===== src/rtl/i2c_tof_target.sv =====
// I2C target emulating a ToF sensor register map: 7-bit device address, 16-bit register pointer,
// reads served from a fixed-latency BRAM port, writes forwarded as strobes, active-low interrupt.
module i2c_tof_target #(
   parameter logic [6:0]  DEV_ADDR     = 7'h29,
   parameter int unsigned RD_LATENCY   = 2,
   parameter logic [15:0] INT_CLR_ADDR = 16'h0000
) (
   input  logic        clk,
   input  logic        rst_n,
   input  logic        scl_i,
   input  logic        sda_i,
   output logic        sda_oe,
   output logic [15:0] reg_addr,
   output logic [7:0]  wr_data,
   output logic        wr_en,
   output logic        rd_req,
   input  logic [7:0]  rd_data,
   input  logic        int_set,
   output logic        int_n,
   output logic        busy
);

   typedef enum logic [3:0] {
      IDLE, ADDR, ACK_ADDR, REG_HI, ACK_HI, REG_LO, ACK_LO,
      WR_DATA, ACK_WR, RD_DATA, RD_MACK
   } state_t;

   localparam int LD_W = $clog2(RD_LATENCY + 2);
   // Counter reaches 1 in the cycle where rd_data is valid, RD_LATENCY cycles after rd_req.
   localparam logic [LD_W-1:0] LD_INIT = LD_W'(RD_LATENCY + 1);

   logic [1:0]      scl_sync_q, scl_sync_d, sda_sync_q, sda_sync_d;
   logic [2:0]      scl_hist_q, scl_hist_d, sda_hist_q, sda_hist_d;
   logic            scl_f_q, scl_f_d, sda_f_q, sda_f_d;
   logic            scl_rise, scl_fall, bus_start, bus_stop;

   state_t          state_q, state_d;
   logic [3:0]      bit_cnt_q, bit_cnt_d;
   logic [7:0]      sh_q, sh_d;
   logic [7:0]      hi_q, hi_d;
   logic [LD_W-1:0] ld_cnt_q, ld_cnt_d;
   logic            rw_q, rw_d;
   logic            mack_q, mack_d;
   logic            sda_oe_q, sda_oe_d;
   logic [15:0]     reg_addr_q, reg_addr_d;
   logic [7:0]      wr_data_q, wr_data_d;
   logic            wr_en_q, wr_en_d;
   logic            rd_req_q, rd_req_d;
   logic            pending_q, pending_d;
   logic            busy_q, busy_d;
   logic            int_clr;

   always_comb begin
      scl_sync_d = {scl_sync_q[0], scl_i};
      sda_sync_d = {sda_sync_q[0], sda_i};
      scl_hist_d = {scl_hist_q[1:0], scl_sync_q[1]};
      sda_hist_d = {sda_hist_q[1:0], sda_sync_q[1]};
      scl_f_d = (scl_hist_q[0] & scl_hist_q[1]) | (scl_hist_q[0] & scl_hist_q[2])
              | (scl_hist_q[1] & scl_hist_q[2]);
      sda_f_d = (sda_hist_q[0] & sda_hist_q[1]) | (sda_hist_q[0] & sda_hist_q[2])
              | (sda_hist_q[1] & sda_hist_q[2]);
   end

   assign scl_rise  = scl_f_d & ~scl_f_q;
   assign scl_fall  = ~scl_f_d & scl_f_q;
   assign bus_start = scl_f_d & scl_f_q & sda_f_q & ~sda_f_d;
   assign bus_stop  = scl_f_d & scl_f_q & ~sda_f_q & sda_f_d;

   always_comb begin
      // NOTE: every variable gets its hold/default value first so no path leaves it unassigned (no latches).
      state_d    = state_q;
      bit_cnt_d  = bit_cnt_q;
      sh_d       = sh_q;
      hi_d       = hi_q;
      ld_cnt_d   = ld_cnt_q;
      rw_d       = rw_q;
      mack_d     = mack_q;
      sda_oe_d   = sda_oe_q;
      reg_addr_d = reg_addr_q;
      wr_data_d  = wr_data_q;
      wr_en_d    = 1'b0;
      rd_req_d   = 1'b0;
      busy_d     = busy_q;
      int_clr    = 1'b0;

      if (ld_cnt_q != '0) begin
         ld_cnt_d = ld_cnt_q - LD_W'(1);
         if (ld_cnt_q == LD_W'(1)) begin
            sh_d     = rd_data;
            sda_oe_d = ~rd_data[7];
         end
      end

      if (bus_start) begin
         state_d   = ADDR;
         bit_cnt_d = 4'd0;
         sda_oe_d  = 1'b0;
         ld_cnt_d  = '0;
      end else if (bus_stop) begin
         state_d  = IDLE;
         sda_oe_d = 1'b0;
         busy_d   = 1'b0;
         ld_cnt_d = '0;
      end else begin
         case (state_q)
            ADDR, REG_HI, REG_LO, WR_DATA: begin
               if (scl_rise && bit_cnt_q != 4'd8) begin
                  sh_d      = {sh_q[6:0], sda_f_d};
                  bit_cnt_d = bit_cnt_q + 4'd1;
               end else if (scl_fall && bit_cnt_q == 4'd8) begin
                  bit_cnt_d = 4'd0;
                  sda_oe_d  = 1'b1;
                  case (state_q)
                     ADDR: begin
                        if (sh_q[7:1] == DEV_ADDR) begin
                           state_d = ACK_ADDR;
                           busy_d  = 1'b1;
                           rw_d    = sh_q[0];
                        end else begin
                           state_d  = IDLE;
                           sda_oe_d = 1'b0;
                        end
                     end
                     REG_HI: begin
                        hi_d    = sh_q;
                        state_d = ACK_HI;
                     end
                     REG_LO:  state_d = ACK_LO;
                     default: begin
                        wr_data_d = sh_q;
                        wr_en_d   = 1'b1;
                        state_d   = ACK_WR;
                     end
                  endcase
               end
            end
            ACK_ADDR, ACK_HI, ACK_LO, ACK_WR: begin
               // bit_cnt marks that the ACK clock pulse has been seen, so the next fall ends it.
               if (scl_rise) begin
                  bit_cnt_d = 4'd1;
               end else if (scl_fall && bit_cnt_q == 4'd1) begin
                  bit_cnt_d = 4'd0;
                  sda_oe_d  = 1'b0;
                  case (state_q)
                     ACK_ADDR: begin
                        if (rw_q) begin
                           state_d  = RD_DATA;
                           rd_req_d = 1'b1;
                           ld_cnt_d = LD_INIT;
                        end else begin
                           state_d = REG_HI;
                        end
                     end
                     ACK_HI: state_d = REG_LO;
                     ACK_LO: begin
                        reg_addr_d = {hi_q, sh_q};
                        state_d    = WR_DATA;
                     end
                     default: begin
                        reg_addr_d = reg_addr_q + 16'd1;
                        state_d    = WR_DATA;
                     end
                  endcase
               end
            end
            RD_DATA: begin
               if (scl_fall && ld_cnt_q == '0) begin
                  if (bit_cnt_q == 4'd7) begin
                     state_d   = RD_MACK;
                     bit_cnt_d = 4'd0;
                     sda_oe_d  = 1'b0;
                  end else begin
                     sh_d      = {sh_q[6:0], 1'b0};
                     sda_oe_d  = ~sh_q[6];
                     bit_cnt_d = bit_cnt_q + 4'd1;
                  end
               end
            end
            RD_MACK: begin
               if (scl_rise) begin
                  bit_cnt_d  = 4'd1;
                  mack_d     = ~sda_f_d;
                  reg_addr_d = reg_addr_q + 16'd1;
                  int_clr    = (reg_addr_q == INT_CLR_ADDR);
               end else if (scl_fall && bit_cnt_q == 4'd1) begin
                  bit_cnt_d = 4'd0;
                  if (mack_q) begin
                     state_d  = RD_DATA;
                     rd_req_d = 1'b1;
                     ld_cnt_d = LD_INIT;
                  end else begin
                     state_d = IDLE;
                  end
               end
            end
            default: ;
         endcase
      end

      pending_d = pending_q;
      if (int_clr) pending_d = 1'b0;
      if (int_set) pending_d = 1'b1;
   end

   // NOTE: sequential state uses non-blocking assignments only, so every flop sees pre-edge values.
   always_ff @(posedge clk or negedge rst_n) begin
      if (!rst_n) begin
         scl_sync_q <= 2'b11;
         sda_sync_q <= 2'b11;
         scl_hist_q <= 3'b111;
         sda_hist_q <= 3'b111;
         scl_f_q    <= 1'b1;
         sda_f_q    <= 1'b1;
         state_q    <= IDLE;
         bit_cnt_q  <= 4'd0;
         sh_q       <= 8'h00;
         hi_q       <= 8'h00;
         ld_cnt_q   <= '0;
         rw_q       <= 1'b0;
         mack_q     <= 1'b0;
         sda_oe_q   <= 1'b0;
         reg_addr_q <= 16'h0000;
         wr_data_q  <= 8'h00;
         wr_en_q    <= 1'b0;
         rd_req_q   <= 1'b0;
         pending_q  <= 1'b0;
         busy_q     <= 1'b0;
      end else begin
         scl_sync_q <= scl_sync_d;
         sda_sync_q <= sda_sync_d;
         scl_hist_q <= scl_hist_d;
         sda_hist_q <= sda_hist_d;
         scl_f_q    <= scl_f_d;
         sda_f_q    <= sda_f_d;
         state_q    <= state_d;
         bit_cnt_q  <= bit_cnt_d;
         sh_q       <= sh_d;
         hi_q       <= hi_d;
         ld_cnt_q   <= ld_cnt_d;
         rw_q       <= rw_d;
         mack_q     <= mack_d;
         sda_oe_q   <= sda_oe_d;
         reg_addr_q <= reg_addr_d;
         wr_data_q  <= wr_data_d;
         wr_en_q    <= wr_en_d;
         rd_req_q   <= rd_req_d;
         pending_q  <= pending_d;
         busy_q     <= busy_d;
      end
   end

   assign sda_oe   = sda_oe_q;
   assign reg_addr = reg_addr_q;
   assign wr_data  = wr_data_q;
   assign wr_en    = wr_en_q;
   assign rd_req   = rd_req_q;
   assign int_n    = ~pending_q;
   assign busy     = busy_q;

endmodule


===== config.mk =====
export PLATFORM = sky130hd
export DESIGN_NAME = i2c_tof_target
export DESIGN_NICKNAME = d
export VERILOG_FILES = /design/src/rtl/i2c_tof_target.sv
export SDC_FILE = /design/constraint.sdc
export NUM_CORES = 1
export LEC_CHECK = 0
export BUFFER_PORTS_ARGS = -buffer_cell sky130_fd_sc_hd__buf_2
export CAP_MARGIN = 10
export CELL_PAD_IN_SITES_DETAIL_PLACEMENT = 0
export CELL_PAD_IN_SITES_GLOBAL_PLACEMENT = 1
export CORE_MARGIN = 2
export CORE_UTILIZATION = 49
export DETAILED_ROUTE_END_ITERATION = 10
export PLACE_DENSITY = 0.84
export REMOVE_ABC_BUFFERS = 1
export SLEW_MARGIN = 10
export SYNTH_ARGS = -nofsm -noshare
export SYNTH_HDL_FRONTEND = slang
export SYNTH_SLANG_ARGS = --single-unit
export TNS_END_PERCENT = 50

===== constraint.sdc =====
create_clock -name clk -period 5.91 [get_ports clk]
set_input_delay 0 -clock clk [delete_from_list [all_inputs] [get_ports clk]]
set_output_delay 0 -clock clk [all_outputs]
set_load 0.05 [all_outputs]

==> impl_table.tex <==
\begin{tabular}{lr}
\hline
Metric & Value \\
\hline
\multicolumn{2}{l}{\textbf{Min path}} \\
Hold Crit Class & in -> reg \\
Worst hold stages & 4 \\
Worst min-delay path startpoint & rd\_data[1] \\
Sink of the worst hold path & sh\_q[1] \\
\multicolumn{2}{l}{\textbf{Synth}} \\
Sequential-to-total area share from yosys stat & 46.9\% \\
Average size of a mapped cell & 9.72 um2 \\
Post-synthesis cell type with the largest combined area & dfrtp\_1 \\
Count of flip-flops with a built-in enable after synthesis & 0 \\
Number of synthesis warnings & 0 \\
Fraction of registers with async set/reset & 100\% \\
Synth Instances & 382 \\
Area fraction of the dominant cell type after synthesis & 38.4\% \\
Most used DFF post-synth & dfrtp\_1 \\
Top post-synthesis cells by area & dfrtp\_1 38\%, dfstp\_2 8.5\%, mux2\_2 5.5\%, a21oi\_1 5.0\%, nand2\_1 3.7\% \\
Distinct cells, synth & 57 \\
Netlist Area Pre-Place & 3710 um2 \\
Number of synthesized register bits & 69 \\
\multicolumn{2}{l}{\textbf{Die}} \\
DIE AREA & 8290 um2 \\
\# rows & 31 \\
Initial standard-cell utilization of the core & 50.9\% \\
Core region area & 7290 um2 \\
Die Ht & 91.1 um \\
Width of the die & 91.1 um \\
Ports placed on the boundary & 42 \\
\multicolumn{2}{l}{\textbf{Timing}} \\
Final count of hold timing violations & 0 \\
Setup TNS & 0 ns \\
Setup violations, final & 0 \\
Setup Skew & 0.0114 ns \\
Total count of max-transition violations in the final report & 0 \\
Maximum clock frequency & 335 MHz \\
Relative max-transition margin & 41.9\% \\
Final worst path period need & 2.98 ns \\
Unrepaired setup endpoints after global routing & false \\
Worst Slack Setup Final & 2.93 ns \\
Slew at the pin closest to its max-slew limit & 0.871 ns \\
Final cycle utilization of the critical path & 50.5\% \\
\multicolumn{2}{l}{\textbf{Global route}} \\
Largest net degree at the start of global routing & 70 \\
Total overflow reported by the global router & 0 \\
Total routing resource utilization after global routing & 22.7\% \\
Wire length of the first global-routing pass & 15000 um \\
Antenna violations before repair & 0 \\
Vias in the first global route & 2924 \\
\multicolumn{2}{l}{\textbf{Clocking}} \\
Number of buffers inserted during clock tree synthesis & 9 \\
Buffer cell driving the clock tree root & clkbuf\_8 \\
Clock sink total & 69 \\
Deepest clock path buffer count & 2 \\
Clock latency of the later-clocked register in the worst-skew pair & 0.35 ns \\
CTS tree & done \\
Cts repair resizes & 0 \\
Setup Buffers After CTS & 0 \\
Clock slew at the register clock pins of the worst setup and hold paths & 0.07 ns \\
H-tree depth & 3 \\
\multicolumn{2}{l}{\textbf{Worst setup path}} \\
Crit Reg-Reg Endpoint & reg\_addr[0] \\
Delay of the slowest cell on the worst path & 0.85 ns \\
Cell at the slowest stage of the critical path & or3\_2 \\
Crit path max fanout & 44 \\
Required time of the critical path & 6.10 ns \\
Type of origin of the critical path & flip-flop \\
R2R cell count & 6 \\
Launch point of the worst reg-to-reg path & state\_q[2] \\
Sort of element at the end of the critical path & flip-flop \\
Cells traversed along the worst timing path & inv\_1 -> or3\_2 -> o31ai\_1 -> or2\_2 -> and3\_1 -> a211oi\_1 \\
WP data arrival & 3.18 ns \\
Register-to-Register Setup Slack & 2.93 ns \\
Critical path type & reg -> reg \\
\multicolumn{2}{l}{\textbf{Route}} \\
Wire length reported by the detailed router & 8930 um \\
First DRT Iteration DRCs & 222 \\
Average wire per standard cell & 16.9 um \\
Antenna Violating Nets Remaining & 0 \\
Remaining DRCs & 0 \\
Via density per instance & 5.95 \\
DRT Pass-1 Iters & 5 \\
DR vias & 3141 \\
\multicolumn{2}{l}{\textbf{Placement}} \\
Place WS & 2.81 ns \\
Final GP Congestion & 0.896 \\
Port Buffer Count & 41 \\
Instance count after placement with tap cells included & 505 \\
DP HPWL & 6020 um \\
\multicolumn{2}{l}{\textbf{Outcome}} \\
Outcome & finished clean \\
\multicolumn{2}{l}{\textbf{Layout}} \\
Area growth from synthesis to layout & 15.0\% \\
Final non-filler cell total & 528 \\
Share of post-route cells with drive strength above 1 & 24.5\% \\
Number of nets at the end of the flow & 442 \\
Most common cell after layout, fill and taps aside & dfrtp\_1 \\
Commonest cells after routing, fill and taps aside & 57 x dfrtp\_1, 42 x buf\_2, 37 x nand2\_1, 37 x a21oi\_1, 26 x nor2\_1 \\
Diode count & 0 \\
\multicolumn{2}{l}{\textbf{Pwr}} \\
Static leakage power & 1.98 nW \\
Pwr dens & 384 nW/um2 \\
Worst IR drop on VDD & 175 uV \\
Total Power Consumption & 1.64 mW \\
\multicolumn{2}{l}{\textbf{Flow run}} \\
Max Cap Viol & 0 \\
\hline
\end{tabular}
-- critical path: cells and delay by family (launching register included) --
family,cells,cell delay [ns]
and+or+nand+nor,3,1.58
DFF,1,0.68
buffers and inverters,1,0.23
AOI/OAI and AO/OA,2,0.33
-- how the worst max path moves through the flow --
| stage | end | cells past startpoint | slack [ns] | startpoint |
|---|---|---|---|---|
| after CTS | reg_addr[0] | 6 | 2.80 | state_q[2] |
| after detailed placement | reg_addr[0] | 6 | 2.81 | state_q[2] |
| after floorplan | reg_addr[0] | 6 | 3.26 | state_q[2] |
| after global placement | reg_addr[0] | 6 | 2.89 | state_q[2] |
| after global routing | reg_addr[0] | 6 | 2.71 | state_q[2] |
| final | reg_addr[0] | 6 | 2.93 | state_q[2] |
-- repair_timing --
action | CTS | global route
hold endpoints to repair | 62 | 0
hold buffers | 6 | 0
setup endpoints to repair | 0 | 0
-- layout make-up --
class                           instances  area [um2]
Clock buffer                           13         191
Clock inverter                          3        45.0
Timing Repair Buffer                   51         293
Multi-Input combinational cell        279        1820
Tap cell                               99         124
Fill cell                             677        3020
Sequential cell                        69        1740
Inverter                               14        52.6
-- synth_stat cells, types with 8 or more instances --
| cell | count |
|---|---|
| dfrtp_1 | 57 |
| a21oi_1 | 37 |
| nand2_1 | 37 |
| nor2_1 | 26 |
| o21ai_0 | 22 |
| nand3_1 | 21 |
| mux2_2 | 18 |
| inv_1 | 14 |
| dfstp_2 | 12 |
| mux2i_1 | 12 |
| clkbuf_1 | 10 |
| nor3_1 | 10 |
| o22ai_1 | 8 |
-- through the flow --
step / area [um2] / hold slack, ns / utilization (%)
4_1_cts: 4260 / 0.0154 / 58.5
5_1_grt: 4270 / 0.0552 / 58.6
6_report: 4270 / 0.0252 / 58.6
3_3_place_gp: 3970 / 0.105 / 54.4
2_1_floorplan: 3620 / -0.296 / -
3_5_place_dp: 3970 / 0.106 / 54.4
-- power breakdown --
| part | switching (mW) | internal, mW |
|---|---|---|
| combinational | 0.314 | 0.202 |
| clock | 0.189 | 0.260 |
| sequential | 0.139 | 0.538 |
| total | 0.641 | 1.00 |
-- per-layer routing --
layer / vias up / wire length, um / GRT usage, %
li1: 1489 / - / -
met1: 1517 / 4200 / 33.0
met2: 116 / 4030 / 33.4
met3: 19 / 545 / 5.23
met4: 0 / 146 / 7.45
met5: - / 0 / 0
-- registers in the layout (all words and copies together) (netlist names), 3 cells and up --
signal,cells
reg_addr,16
hi_q,8
sh_q,8
wr_data,8
bit_cnt_q,4
state_q,4
scl_hist_q,3
sda_hist_q,3
-- cell families (layout without fill, tap and decap cells) --
group / Yosys count / count (layout) / share of synthesized area, %
AND/OR/NAND/NOR: 137 / 137 / 20.1
AO/OA/AOI/OAI: 104 / 104 / 17.7
flip-flops: 69 / 69 / 46.9
buffers and inverters: 34 / 81 / 4.08
multiplexers: 30 / 30 / 8.69
adder cells (fa/ha/maj): 7 / 7 / 2.26
XOR/XNOR: 1 / 1 / 0.236
No activity file was read; power rests on OpenSTA's default activity.
